==> src/rtl/adc_mac_pkg.sv <==
// Shared types and width helpers for the multi-channel sample-buffer / MAC engine.
package adc_mac_pkg;

    typedef enum logic [1:0] {
        CAPTURE,
        CALC,
        SUM
    } state_t;

    // Width of a tap pointer for a buffer of the given depth.
    function automatic int ptr_w(input int depth);
        return (depth > 1) ? $clog2(depth) : 1;
    endfunction

    // Width of a channel index; a single channel still gets one bit.
    function automatic int ch_w(input int num_ch);
        return (num_ch > 1) ? $clog2(num_ch) : 1;
    endfunction

endpackage

==> src/rtl/adc_mac_channel.sv <==
// One channel: sample buffer, coefficient store and a signed multiply-accumulate
// stepped one tap per cycle by the top-level sequencer.
module adc_mac_channel
    import adc_mac_pkg::*;
#(
    parameter int DATA_W = 12,
    parameter int COEF_W = 8,
    parameter int DEPTH  = 10,
    parameter int ACC_W  = 32
) (
    input  logic                       clk,
    input  logic                       rst,
    input  logic                       sample_we,
    input  logic [ptr_w(DEPTH)-1:0]    wr_ptr,
    input  logic [DATA_W-1:0]          sample,
    input  logic                       coef_we,
    input  logic [ptr_w(DEPTH)-1:0]    coef_addr,
    input  logic [COEF_W-1:0]          coef_data,
    input  logic                       acc_clr,
    input  logic                       acc_en,
    input  logic [ptr_w(DEPTH)-1:0]    rd_ptr,
    output logic [ACC_W-1:0]           acc
);

    localparam int PW     = ptr_w(DEPTH);
    localparam int PROD_W = DATA_W + COEF_W + 1;
    localparam logic [PW-1:0] LAST = PW'(DEPTH - 1);

    logic        [DATA_W-1:0] smp_mem  [DEPTH];
    logic signed [COEF_W-1:0] coef_mem [DEPTH];

    logic signed [DATA_W:0]   tap_smp;
    logic signed [COEF_W-1:0] tap_coef;
    logic signed [PROD_W-1:0] prod;

    // Samples are unsigned, so a zero MSB keeps them positive in the signed product.
    assign tap_smp  = $signed({1'b0, smp_mem[rd_ptr]});
    assign tap_coef = coef_mem[rd_ptr];
    assign prod     = tap_smp * tap_coef;

    // NOTE: the sample buffer is deliberately left out of reset so it maps onto plain
    // RAM; every entry is rewritten before it is read in a frame.
    always_ff @(posedge clk) begin
        if (sample_we) begin
            smp_mem[wr_ptr] <= sample;
        end
    end

    always_ff @(posedge clk) begin
        if (rst) begin
            for (int i = 0; i < DEPTH; i++) begin
                coef_mem[i] <= '0;
            end
        end else if (coef_we && coef_addr <= LAST) begin
            coef_mem[coef_addr] <= coef_data;
        end
    end

    always_ff @(posedge clk) begin
        if (rst || acc_clr) begin
            acc <= '0;
        end else if (acc_en) begin
            acc <= acc + {{(ACC_W - PROD_W){prod[PROD_W-1]}}, prod};
        end
    end

endmodule

==> src/rtl/adc_mac_array.sv <==
// Frame sequencer: captures DEPTH samples per channel, runs all channel MACs in
// parallel, then adds the channel sums into one result with a valid pulse.
module adc_mac_array
    import adc_mac_pkg::*;
#(
    parameter int NUM_CH = 2,
    parameter int DATA_W = 12,
    parameter int COEF_W = 8,
    parameter int DEPTH  = 10,
    parameter int ACC_W  = 32
) (
    input  logic                       clk,
    input  logic                       rst,
    input  logic                       sample_valid,
    input  logic [NUM_CH*DATA_W-1:0]   sample_data,
    input  logic                       coef_we,
    input  logic [ch_w(NUM_CH)-1:0]    coef_ch,
    input  logic [ptr_w(DEPTH)-1:0]    coef_addr,
    input  logic [COEF_W-1:0]          coef_data,
    output logic [ACC_W-1:0]           output_data,
    output logic                       out_valid,
    output logic                       led,
    output logic                       busy,
    output logic                       overrun
);

    localparam int PW = ptr_w(DEPTH);
    localparam int CW = ch_w(NUM_CH);
    localparam logic [PW-1:0] LAST = PW'(DEPTH - 1);

    if (ACC_W < DATA_W + COEF_W + 1 + $clog2(DEPTH * NUM_CH)) begin : g_acc_w_check
        $error("adc_mac_array: ACC_W too narrow for DATA_W, COEF_W, DEPTH and NUM_CH");
    end

    state_t state, state_next;

    logic [PW-1:0]           wr_ptr, rd_ptr;
    logic                    sample_we, acc_clr, acc_en, sum_fire;
    logic [NUM_CH-1:0]       coef_hit;
    logic [NUM_CH*ACC_W-1:0] acc_flat;
    logic [ACC_W-1:0]        frame_sum;

    assign busy = (state != CAPTURE);

    // NOTE: every signal driven here gets a default first, so no path leaves one
    // unassigned and no latch is inferred.
    always_comb begin
        state_next = state;
        sample_we  = 1'b0;
        acc_clr    = 1'b0;
        acc_en     = 1'b0;
        sum_fire   = 1'b0;
        unique case (state)
            CAPTURE: begin
                if (sample_valid) begin
                    sample_we = 1'b1;
                    if (wr_ptr == LAST) begin
                        acc_clr    = 1'b1;
                        state_next = CALC;
                    end
                end
            end
            CALC: begin
                acc_en = 1'b1;
                if (rd_ptr == LAST) begin
                    state_next = SUM;
                end
            end
            SUM: begin
                sum_fire   = 1'b1;
                state_next = CAPTURE;
            end
            default: state_next = CAPTURE;
        endcase
    end

    // Out-of-range channel indices match no channel, so those writes fall away.
    always_comb begin
        coef_hit = '0;
        for (int c = 0; c < NUM_CH; c++) begin
            coef_hit[c] = coef_we && (state == CAPTURE) && (coef_ch == CW'(c));
        end
    end

    for (genvar g = 0; g < NUM_CH; g++) begin : g_ch
        adc_mac_channel #(
            .DATA_W (DATA_W),
            .COEF_W (COEF_W),
            .DEPTH  (DEPTH),
            .ACC_W  (ACC_W)
        ) u_ch (
            .clk       (clk),
            .rst       (rst),
            .sample_we (sample_we),
            .wr_ptr    (wr_ptr),
            .sample    (sample_data[g*DATA_W +: DATA_W]),
            .coef_we   (coef_hit[g]),
            .coef_addr (coef_addr),
            .coef_data (coef_data),
            .acc_clr   (acc_clr),
            .acc_en    (acc_en),
            .rd_ptr    (rd_ptr),
            .acc       (acc_flat[g*ACC_W +: ACC_W])
        );
    end

    // Two's-complement addition is sign-agnostic, so wrap-around needs no special care.
    always_comb begin
        frame_sum = '0;
        for (int c = 0; c < NUM_CH; c++) begin
            frame_sum = frame_sum + acc_flat[c*ACC_W +: ACC_W];
        end
    end

    // NOTE: non-blocking assignments make every register here sample the values from
    // before the edge, independent of statement order.
    always_ff @(posedge clk) begin
        if (rst) begin
            state       <= CAPTURE;
            wr_ptr      <= '0;
            rd_ptr      <= '0;
            output_data <= '0;
            out_valid   <= 1'b0;
            led         <= 1'b0;
            overrun     <= 1'b0;
        end else begin
            state     <= state_next;
            out_valid <= sum_fire;
            if (sample_valid && busy) begin
                overrun <= 1'b1;
            end
            if (sample_we) begin
                wr_ptr <= (wr_ptr == LAST) ? '0 : wr_ptr + 1'b1;
            end
            if (acc_clr) begin
                rd_ptr <= '0;
            end else if (acc_en && rd_ptr != LAST) begin
                rd_ptr <= rd_ptr + 1'b1;
            end
            if (sum_fire) begin
                output_data <= frame_sum;
                led         <= 1'b1;
                wr_ptr      <= '0;
            end
        end
    end

endmodule

==> config.mk <==
export PLATFORM = sky130hd
export DESIGN_NAME = adc_mac_array
export DESIGN_NICKNAME = d
export VERILOG_FILES = /design/src/rtl/adc_mac_pkg.sv /design/src/rtl/adc_mac_channel.sv /design/src/rtl/adc_mac_array.sv
export SDC_FILE = /design/constraint.sdc
export NUM_CORES = 1
export LEC_CHECK = 0
export ABC_AREA = 1
export CORE_MARGIN = 2
export CORE_UTILIZATION = 62
export DETAILED_ROUTE_END_ITERATION = 10
export HOLD_SLACK_MARGIN = 0.03
export PLACE_DENSITY = 0.76
export SLEW_MARGIN = 0
export SYNTH_ARGS = -nofsm -noshare
export SYNTH_HDL_FRONTEND = slang
export SYNTH_SLANG_ARGS = --single-unit
==> constraint.sdc <==
create_clock -name clk -period 8.8 [get_ports clk]
set_clock_uncertainty 0.2 [all_clocks]
set_input_delay 1.32 -clock clk [delete_from_list [all_inputs] [get_ports clk]]
set_output_delay 1.32 -clock clk [all_outputs]
set_load 0.05 [all_outputs]
# Word-level counts from Yosys, hierarchy flattened
# Memory sizes are Yosys's and may differ from the RTL's. A register that Yosys moved wholly into a read port is not among the register bits.
# Cells that the tools add are included.
# op_classes
n_eq_ne	8
multipliers	2
reduce_logical	15
magnitude_cmp	1
div	0
n_shift	0
addsub	5
muxes	36
bitwise	1
# ops
operator	n
$add 32x32->32	3
$mux 4	11
$mul 13x8->21	2
$mux 1	19
$mux 8	2
$reduce_or 8->1	2
$add 4x1->4 const B	2
$eq 4x4->1 const B	2
$logic_and 1x1->1	7
$mux 2	3
$ne 2x2->1 const B	3
$le 4x4->1 const B	1
$ne 4x4->1 const B	1
$pmux 2 s2	1
$reduce_or 2->1	2
$reduce_and 3->1	1
$eq 2x1->1 const B	1
$eq 2x2->1 const B	1
$logic_not 2->1	1
$reduce_bool 2->1	1
$logic_or 1x1->1	1
$not 1->1	1
# totals
ff_bits	109
output_inout_bits	36
input_bits	41
rom_bits	0
mem_bits_rw	400
memories	4
latchBits	0
# memory_table
name	depth	width	read_ports	rd_ports_with_merged_regs	write_ports	line_no	text
g_ch[0].u_ch.smp_mem	10	12	1	1	1	adc_mac_channel.sv:29	logic [DATA_W-1:0] smp_mem [DEPTH];
g_ch[1].u_ch.smp_mem	10	12	1	1	1	adc_mac_channel.sv:29	
g_ch[0].u_ch.coef_mem	10	8	1	1	10	adc_mac_channel.sv:30	logic signed [COEF_W-1:0] coef_mem [DEPTH];
g_ch[1].u_ch.coef_mem	10	8	1	1	10	adc_mac_channel.sv:30	

# Logic depth before layout (Yosys ltp)
# logic_depth
word_depth	9
mapped_depth	43
ltp_nobuf	39

# Modules after synthesis
# A second synthesis with hierarchy kept.
# unflattened
hier_cells	4312
area_unflattened_um2	38000.2
# by_module_without_submodules
module	cells_per_inst	seq_area_each_um2	n_inst	area_per_inst_um2
adc_mac_channel at g_ch[1].u_ch	1807	8087.8	1	16992.5
adc_mac_channel at g_ch[0].u_ch	1805	8087.8	1	16972.5
adc_mac_array	700	900.9	1	4035.1

# Worst setup path after synthesis
# OpenSTA, ideal clock, no wires.
# synth_path
kind	register -> register
startpoint	reg (tool-made name)
endpoint	reg g_ch[1].u_ch.acc[29]
arrival_time_ns	6.181
slack_ns	2.310
path_stages_with_launch	38
setup_ns	0.109
cell_sequence	dfxtp_1 buf_4 buf_6 buf_8 buf_6 mux2i_1 o21ai_1 o211ai_1 o21ai_2 nand2_1 inv_1 fa_1 inv_1 fa_1 inv_1 fa_1 inv_1 fa_1 [... 2 more ...] or2_2 nand3_1 nand2_1 nand2_1 nand2_1 nand2_1 nand2_1 ha_1 a21oi_1 o21ai_0 a21oi_1 nor2_1 nor2_1 nand2_1 nand2_1 nand3_1 nand2_1 inv_1
# synth_lines
item	line_no	text
to (signal assigned)	adc_mac_channel.sv:63	acc <= acc + {{(ACC_W - PROD_W){prod[PROD_W-1]}}, prod};
to (decl)	adc_mac_channel.sv:22	output logic [ACC_W-1:0] acc

==> run_results.csv <==
group,metric,value,unit
outcome,status,"finished, final reports clean",
timing,period_minus_slack,7.93,ns
cells_and_area,layout.nets,4683,
global_routing,grt_pass1_wl,149000,um
timing,relSlewSlack,28.2,%
die,die_area,62600,um^2
worst_setup_path,r2r_cells,33,
logic_synthesis,ys.flop_type,"edfxtp_1",
worst_setup_path,cp.required,9.11,ns
die,rows,90,
worst_setup_path,critPathLaunchType,"flip-flop",
global_routing,antenna_found_initial,3,
logic_synthesis,synth_edf_count,496,
timing,tightest_slew,1.08,ns
placed_design,post_dp_cell_area,39400,um^2
worst_setup_path,max_stage_delay,0.71,ns
cts,clock-sinks,609,
worst_setup_path,rrSetupSlack,0.87,ns
drt,first_pass_iters,6,
pwr,powerDensity,188,nW/um^2
logic_synthesis,async_flop_share,0,%
hold_path,hold_path.startpoint,"output_data[21]",
timing,finalCritPeriodShare,90.1,%
cts,postCtsHoldBufs,0,
timing,max_freq,126,MHz
worst_setup_path,path_buf_inv,7,
timing,whs,0.247,ns
cells_and_area,syn_to_final_growth,10.5,%
placed_design,port-buffer-count,76,
flow_run,max_cap_violations,0,
worst_setup_path,cp_max_fo,40,
cts,cts_tree,"done",
logic_synthesis,avgSynthCellArea,9.03,um^2
die,coreArea,60100,um^2
cts,cts.reportedPaths.clkPinSlew,0.06,ns
global_routing,grt_max_degree,113,
logic_synthesis,synthCells,4159,
worst_setup_path,critPathArrivalTime,8.24,ns
drt,post_drt_wl_per_cell,18.2,um
drt,ant_nets,0,
timing,hold_violations,0,
cells_and_area,final_area,41500,um^2
die,die_h,250,um
worst_setup_path,path_class,"reg -> reg",
logic_synthesis,ys.warnings.count,0,
logic_synthesis,synthTopCellsByCount,"735 x nand2_1, 698 x inv_1, 496 x edfxtp_1",
worst_setup_path,critical_path_cell_count,33,
cts,clk_latency,0.62,ns
drt,drc,0,
global_routing,grt_overflow_total,0,
logic_synthesis,ys_types,49,
logic_synthesis,seq_area_frac_synth,45.7,%
global_routing,grt_pass1_vias,27826,
worst_setup_path,crit_path_end,"g_ch[0].u_ch.acc[29]",
timing,slew_viol_final,0,
timing,rsz0062_at_grt,"no",
cts,root_buffer,"clkbuf_16",
drt,viasPerCell,5.56,
drt,initialDrtViolationCount,2351,
worst_setup_path,cpLargestDelayFamily,"adder cells",
timing,setup_viol,0,
cts,h-tree-depth,3,
pwr,cellLeakagePower,18.4,nW
logic_synthesis,synth_top_area_share,39.7,%
drt,num_vias,28629,
logic_synthesis,yosysTopAreaCell,"edfxtp_1",
die,start_util,62.5,%
hold_path,hp-class,"reg -> reg",
logic_synthesis,ys_top_cells_by_area,"edfxtp_1 40%, nand2_1 7.3%, inv_1 7.0%",
pwr,ir_drop,0.186,mV
logic_synthesis,synth_seq_cells,609,
timing,tns,0,ns
worst_setup_path,cp-end-kind,"flip-flop",
cts,cts_buffer_depth,3,
worst_setup_path,cp_common_cell,"nand2_1",
cts,postCtsSetupBuffers,0,
cells_and_area,drive_gt1_share,4.93,%
logic_synthesis,yosysMostFrequentCell,"nand2_1",
placed_design,dp_hpwl,67000,um
worst_setup_path,r2r-end,"g_ch[0].u_ch.acc[29]",
drt,wl,93800,um
die,io_pins,77,
logic_synthesis,syn_area,37600,um^2
cts,cts_resized,0,
cts,cts_buffers,67,
placed_design,place_congestion,0.977,
die,die_x,250,um
cells_and_area,postLayoutCoreUtil,69.0,%
global_routing,gr-usage-all-layers,30.3,%
worst_setup_path,cp_slowest_cell,"dfxtp_4",
layout make-up:
class                           instances  area [um^2]
Multi-Input combinational cell       2792        17300
Antenna cell                            3         7.51
Inverter                              721         2710
Clock buffer                           87         1790
Fill cell                            4738        18600
Tap cell                              782          978
Sequential cell                       609        17200
Timing Repair Buffer                  121         1190
Clock inverter                         31          313
per-layer routing:
layer	GRT usage [%]	share of wire (%)
met1	39.3	41
met2	51.8	48
met3	3.96	6.7
met4	12.0	3.9
met5	0	0
cells in the final DEF (no fill, tap or decap), types with 12 or more instances in the layout:
| cell | count |
|---|---|
| a21oi_1 | 281 |
| buf_4 | 38 |
| clkbuf_1 | 17 |
| clkbuf_16 | 68 |
| clkdlybuf4s50_1 | 76 |
| clkinv_1 | 21 |
| conb_1 | 96 |
| dfxtp_1 | 110 |
| edfxtp_1 | 496 |
| fa_1 | 125 |
| ha_1 | 205 |
| inv_1 | 697 |
| inv_2 | 12 |
| mux2i_1 | 131 |
| nand2_1 | 735 |
| nand3_1 | 156 |
| nand4_1 | 19 |
| nor2_1 | 447 |
| nor2_2 | 14 |
| nor3_1 | 25 |
| o211ai_1 | 126 |
| o21a_1 | 14 |
| o21ai_0 | 227 |
| o21ai_1 | 32 |
| o21ai_2 | 18 |
| o21bai_1 | 18 |
| xnor2_1 | 15 |
| xor2_1 | 41 |
power by group:
part | internal (mW) | total (mW) | leakage [nW] | switching, mW
Sequential | 3.19 | 3.20 | 5.68 | 0.0182
Combinational | 0.661 | 1.88 | 11.7 | 1.22
Clock | 1.54 | 2.71 | 1.01 | 1.17
Total | 5.39 | 7.79 | 18.4 | 2.40
metrics by stage:
step	worst slack, ns	power [mW]	std cells
6_report	0.873	7.79	5146
5_1_grt	0.302	8.22	5146
4_1_cts	0.939	7.82	5143
3_5_place_dp	0.996	5.12	5025
3_3_place_gp	1.03	5.09	5025
2_1_floorplan	2.31	4.69	4254
worst min path at each step:
stage,end,slack [ns],cells after the start
2_1_floorplan,flip-flop,0.25,2
3_3_place_gp,output_data[28],0.24,2
3_5_place_dp,output_data[21],0.24,2
4_1_cts,output_data[21],0.25,2
5_1_grt,led,0.28,2
6_report,output_data[21],0.25,2
registers in the layout, indices dropped and copies added, names as in the netlist, named ones only:
| name | count |
|---|---|
| state | 2 |
| led | 1 |
| overrun | 1 |
| out_valid | 1 |
| wr_ptr | 4 |
| output_data | 32 |
| g_ch.u_ch.smp_mem | 240 |
| rd_ptr | 4 |
| g_ch.u_ch.acc | 64 |
| g_ch.u_ch.coef_mem | 256 |
cells by family after synthesis:
| logic type | after synthesis | synth area share, % |
|---|---|---|
| flops | 609 | 45.7 |
| compound gates | 738 | 11.2 |
| xor+xnor | 56 | 1.31 |
| fa+ha+maj | 330 | 13.5 |
| buf+inv | 853 | 9.19 |
| mux | 131 | 3.49 |
| other cells | 1 | 0.00999 |
| simple gates | 1441 | 15.6 |
worst min-delay path, stage by stage, from the launching register on:
cell     delay [ns]
dfxtp_1        0.30
nand2_1        0.06
nand2_1        0.04
Power figures use the tool's default switching activity.
